File: config.mk
export PLATFORM = sky130hd
export DESIGN_NAME = priority_encoder_8to3
export DESIGN_NICKNAME = d
export VERILOG_FILES = /design/src/rtl/priority_encoder_8to3.sv
export SDC_FILE = /design/constraint.sdc
export NUM_CORES = 1
export LEC_CHECK = 0
export CORE_MARGIN = 2
export CORE_UTILIZATION = 35
export CTS_CLUSTER_DIAMETER = 120
export DETAILED_ROUTE_END_ITERATION = 10
export GPL_TIMING_DRIVEN = 0
export MAX_ROUTING_LAYER = met4
export PLACE_DENSITY_LB_ADDON = 0.2
export SLEW_MARGIN = 20
export SYNTH_ARGS = -nofsm -noshare
export SYNTH_HDL_FRONTEND = slang
export SYNTH_SLANG_ARGS = --single-unit
export TNS_END_PERCENT = 30
File: constraint.sdc
create_clock -name clk -period 1.2 [get_ports clk]
set_input_delay 0.24 -clock clk [delete_from_list [all_inputs] [get_ports clk]]
set_output_delay 0.24 -clock clk [all_outputs]
set_load 0.005 [all_outputs]
File: src/rtl/priority_encoder_8to3.sv
// Registered 8-line priority encoder with a sticky pending vector and a
// valid/ready output slot; grants are selected only from registered state.
module priority_encoder_8to3 #(
    parameter bit HIGH_FIRST = 1'b1
) (
    input  logic       clk,
    input  logic       rst,
    input  logic [7:0] req,
    input  logic       ready,
    output logic [2:0] code,
    output logic       valid,
    output logic [7:0] pending,
    output logic       idle
);

    logic [7:0] p_q, p_d;
    logic [2:0] code_q, code_d;
    logic       valid_q, valid_d;

    logic       slot_free;
    logic       grant;
    logic [2:0] sel_idx;
    logic [7:0] clr;

    // Later loop iterations overwrite earlier ones, so scan order sets priority.
    always_comb begin
        sel_idx = 3'd0;
        if (HIGH_FIRST) begin
            for (int i = 0; i < 8; i++)
                if (p_q[i]) sel_idx = 3'(i);
        end else begin
            for (int i = 7; i >= 0; i--)
                if (p_q[i]) sel_idx = 3'(i);
        end
    end

    always_comb begin
        slot_free = !valid_q || ready;
        grant     = slot_free && (p_q != 8'h00);
        clr       = grant ? (8'h01 << sel_idx) : 8'h00;
        // New requests win over the clear of the line granted this cycle.
        p_d       = (p_q & ~clr) | req;
        code_d    = grant ? sel_idx : code_q;
        valid_d   = slot_free ? (p_q != 8'h00) : valid_q;
    end

    always_ff @(posedge clk) begin
        if (rst) begin
            p_q     <= 8'h00;
            code_q  <= 3'd0;
            valid_q <= 1'b0;
        end else begin
            p_q     <= p_d;
            code_q  <= code_d;
            valid_q <= valid_d;
        end
    end

    assign code    = code_q;
    assign valid   = valid_q;
    assign pending = p_q;
    assign idle    = (p_q == 8'h00) && !valid_q;

endmodule

Yosys cells after proc, flatten, opt, wreduce, memory -nomap -nowiden

Cells that the tools add are included.

Add/subtract/negate cells: 0
Multipliers: 0
Divide/modulo/power cells: 0
Order comparisons: 0
Equality and inequality tests: 0
Shift-type cells: 1
Mux-type cells: 8
Bitwise gates (word level): 3
Reduce and logical (&&, ||, !) cells: 6

Operators with widths:

| kind                                                              | count |
|---|---|
| 3-bit two-way mux                                                 | 6 |
| 8-bit AND                                                         | 1 |
| 8-bit logical NOT                                                 | 1 |
| 8-bit two-way mux                                                 | 1 |
| 8-bit NOT                                                         | 1 |
| 8-bit bitwise OR                                                  | 1 |
| 8-bit nonzero test                                                | 1 |
| 1-bit by 3-bit << shifter with 8-bit output, first input constant | 1 |
| 1-bit logical AND                                                 | 2 |
| 1-bit logical NOT                                                 | 1 |
| 1-bit logical OR                                                  | 1 |
| 1-bit two-way mux                                                 | 1 |

Bits in registers: 12
Bits in latches: 0
Bits in writable memories: 0
Bits in read-only memories: 0
Input port bits: 11
Memories: 0

Depth between registers and ports, before layout

Word-level depth: 12
Depth in mapped cells: 4

Worst setup path after synthesis

Ideal clock, no wire load.

Path type: reg-to-reg
From: register p_q[4], in the netlist pending[4]
To: register p_q[0], in the netlist pending[0]
Library setup time: 0.134 ns
Arrival time: 1.120 ns
Required time: 1.066 ns
Path slack: -0.053 ns
Cell stages (with the launch flop): 5
Buffers on the path: 0
Period minus slack after synthesis: 1.253 ns
Cells stage by stage: dfxtp_1 > nor4_4 > nand2_2 > o41ai_2 > a21oi_1

Longest elaborated chain between the ends: 9
Elaborated cells between the ends (all ways): 11
Those cells by class: shift: 1; mux: 5; bitwise: 3; reduce/logical: 2

RTL lines:

| what                                        | RTL line | source |
|---|---|---|
| start, declared                             | 16       | `logic [7:0] p_q, p_d;` |
| start signal, assigned                      | 53       | `p_q <= p_d;` |
| 3-bit two-way mux (4 in series)             | 30       | `if (p_q[i]) sel_idx = 3'(i);` |
| 1-bit by 3-bit << shifter with 8-bit output | 40       | `clr = grant ? (8'h01 << sel_idx) : 8'h00;` |
| 8-bit two-way mux (*)                       | 40       |  |
| 8-bit NOT (*)                               | 42       | `p_d = (p_q & ~clr) \| req;` |
| 8-bit AND (*)                               | 42       |  |
| 8-bit bitwise OR (*)                        | 42       |  |

Mark *: on every way between the ends. The rest lies on a longest branch, timed or not.
A chain may end at the register's enable or synchronous reset.

Worst setup path after layout

From: register p_q[5], in the netlist pending[5]
To: output idle

Longest elaborated chain between the ends: 2

RTL lines:

| what              | RTL line | source |
|---|---|---|
| 8-bit logical NOT | 62       | `assign idle = (p_q == 8'h00) && !valid_q;` |
| 1-bit logical AND | 62       |  |
| end, declared     | 13       | `output logic idle` |

No other way between the ends.

==> run_results.csv <==
group,metric,value,unit
global_routing,antenna_found_initial,0,
pwr,pwr-share-seq,44.3,%
routing,drt_iter0_markers,6,
clocking,cts_tree,"yes",
clocking,path_clk_slew,70,ps
critical_path,worst_ep_required_time,960,ps
critical_path,crit_family,"simple AND/OR/NAND/NOR gates",
status,outcome,"complete, but fails checks",
routing,wl_per_cell,11.5,um
clocking,clk_latency,270,ps
finish,area_growth,81.3,%
timing,max_slew.worst_pin.slew,467,ps
clocking,postCtsHoldBufs,0,
placement,gp_congestion,0.680,
min_path,hp-class,"reg2reg",
critical_path,cp-start-kind,"register",
routing,viasPerCell,4.78,
synth,seq_area_frac_synth,45.4,%
global_routing,grt_max_degree,11,
pwr,p_clk_share,29.9,%
critical_path,crit_path_end_kind,"output pin",
routing,drc,0,
floorplanning,dieArea,1840,um^2
placement,port_buffers,23,
finish,diodes,0,
critical_path,arrival,1210,ps
synth,synth_edf_count,0,
routing,final_antenna_net_count,0,
critical_path,reg2reg_from,"pending[5]$_SDFF_PP0_",
clocking,htree_levels,1,
synth,synthArstFlopShare,0,%
finish,fin_area,960,um^2
global_routing,grt_pass1_wl,2130,um
clocking,ctsLongestPathBuffers,2,
pwr,power_per_cell_area,1100,nW/um^2
finish,layout_commonest_cell,"buf_4",
synth,synthCells,60,
status,violations,"negative setup slack",
critical_path,crit_type,"reg2out",
timing,setup_slack,-251,ps
timing,max_freq,689,MHz
critical_path,crit_path_top_delay_cell,"dfxtp_4",
placement,hpwl,821,um
timing,fin_skew,3.32,ps
global_routing,grt_pass1_vias,499,
synth,synth.avg_cell_area,8.82,um^2
routing,num_vias,559,
job,cap_violations,0,
pwr,swShare,26.0,%
pwr,ir_worst_vdd,0.610,mV
floorplanning,die_w,42.9,um
floorplanning,core_area,1450,um^2
finish,nNetsFinal,113,
placement,dp_slack,-480,ps
pwr,power.leakage,0.427,nW
pwr,p_int,0.778,mW
pwr,switchingPower,0.273,mW
floorplanning,rows,14,
critical_path,crit_start,"pending[5]$_SDFF_PP0_",
clocking,ctsRootBufferMaster,"clkbuf_4",
floorplanning,die-height,42.9,um
critical_path,cp_num_buf_inv,1,
critical_path,path_max_fanout,5,
global_routing,grt_usage,15.9,%
timing,post-route-min-period,1450,ps
finish,drive_gt1_share,41.6,%
timing,setup_viol,8,
routing,routed_wl,1340,um
finish,final_cell_mix,"buf_4 (12), nor2_1 (10), clkdlybuf4s50_1 (10)",
synth,syn_nets,71,
synth,yosysWarnings,0,
timing,maxSlewViolCount,0,
synth,syn_area,529,um^2
pwr,power,1.05,mW
min_path,min_from,"pending[0]$_SDFF_PP0_",
timing,fin_crit_sh,121,%
routing,first_pass_iters,4,
clocking,clock-sinks,12,
timing,relSlewSlack,68.9,%
clocking,numCtsBuffers,3,
floorplanning,ioPinCount,24,
floorplanning,start_util,36.4,%
synth,ys_types,20,
pwr,combPwrFrac,25.8,%
placement,dpl_cell_area,782,um^2
synth,ys_seq_elements,12,
timing,hold_viol_final,0,
synth,yosys_most_used_dff,"dfxtp_1",
timing,rsz0062_at_grt,"yes",
global_routing,grt_overflow,0,
critical_path,worst_path_largest_cell_delay,370,ps
critical_path,crit_chain,"nor4_4 -> nand2_1 -> nor2_1 -> buf_2",
## logic make-up (layout without fill, tap and decap cells)
logic type      Yosys count  after routing  share of synthesized area [%]
simple gates             23             23                           28.6
flops                    12             12                           45.4
compound gates           19             19                           21.7
buf+inv                   6             47                           4.26
## cell type report
cell class / instances / area [um^2]
tap: 16 / 20.0
buffer: 1 / 3.75
multi-input combinational: 42 / 293
timing repair buffer: 37 / 318
sequential: 12 / 270
clock buffer: 4 / 36.3
fill: 128 / 494
inverter: 5 / 18.8
## metrics by stage
step	setup TNS, ps	hold slack, ps	util (%)	std cells
4_1_cts	-783	479	63.5	113
6_report	-1080	477	66.0	117
3_3_place_gp	-2790	464	53.8	99
2_1_floorplan	-27.5	312	-	60
5_1_grt	-1610	495	66.0	117
3_5_place_dp	-2830	472	53.8	99
## worst reg2reg max path: cells and delay by family, from the launching register on
family	cells	cell delay, ps
compound gates	2	370
simple gates	2	370
buf+inv	1	200
flops	1	370
## routing by layer
metal	GRT usage [%]	part of all wire, %	vias up
met3	7.66	7.8	2
met4	3.75	1.2	0
met1	19.5	44	251
met5	-	0	-
li1	-	-	290
met2	23.3	47	16
## Yosys cell counts (2+ instances only)
library cell  count  share of area (%)
nor2b_1           2                2.4
inv_1             5                3.5
nand2_1           2                1.4
nor2_1           10                7.1
nand2b_1          2                2.4
a21oi_1           9                8.5
o21ai_0           5                4.7
dfxtp_1          12                 45
nor4_4            2                8.0
## flip-flops by register name (all words and copies together) (netlist names)
signal,flops
code,3
valid,1
pending,8
## power by group through the flow
stage	Clock [mW]	Combinational [mW]	Sequential, mW
final	0.314	0.271	0.466
after global routing	0.341	0.295	0.472
after CTS	0.329	0.246	0.468
after detailed placement	0	0.207	0.489
after global placement	0	0.205	0.487
after floorplan	0	0.0913	0.486
## timing repair
| item | 4_1_cts | 5_1_grt |
|---|---|---|
| pin swaps | 6 | 9 |
| resized for setup | 40 | 6 |
| setup buffers | 10 | 6 |
| endpoints found under the setup margin | 19 | 10 |
## final timing paths
check / end / slack, ps / cells past startpoint
min: pending[0]$_SDFF_PP0_ / 480 / 2
min reg2reg: pending[0]$_SDFF_PP0_ / 480 / 2
max: idle / -250 / 4
max reg2reg: pending[0]$_SDFF_PP0_ / -240 / 5
(Power assumes the default switching activity.)
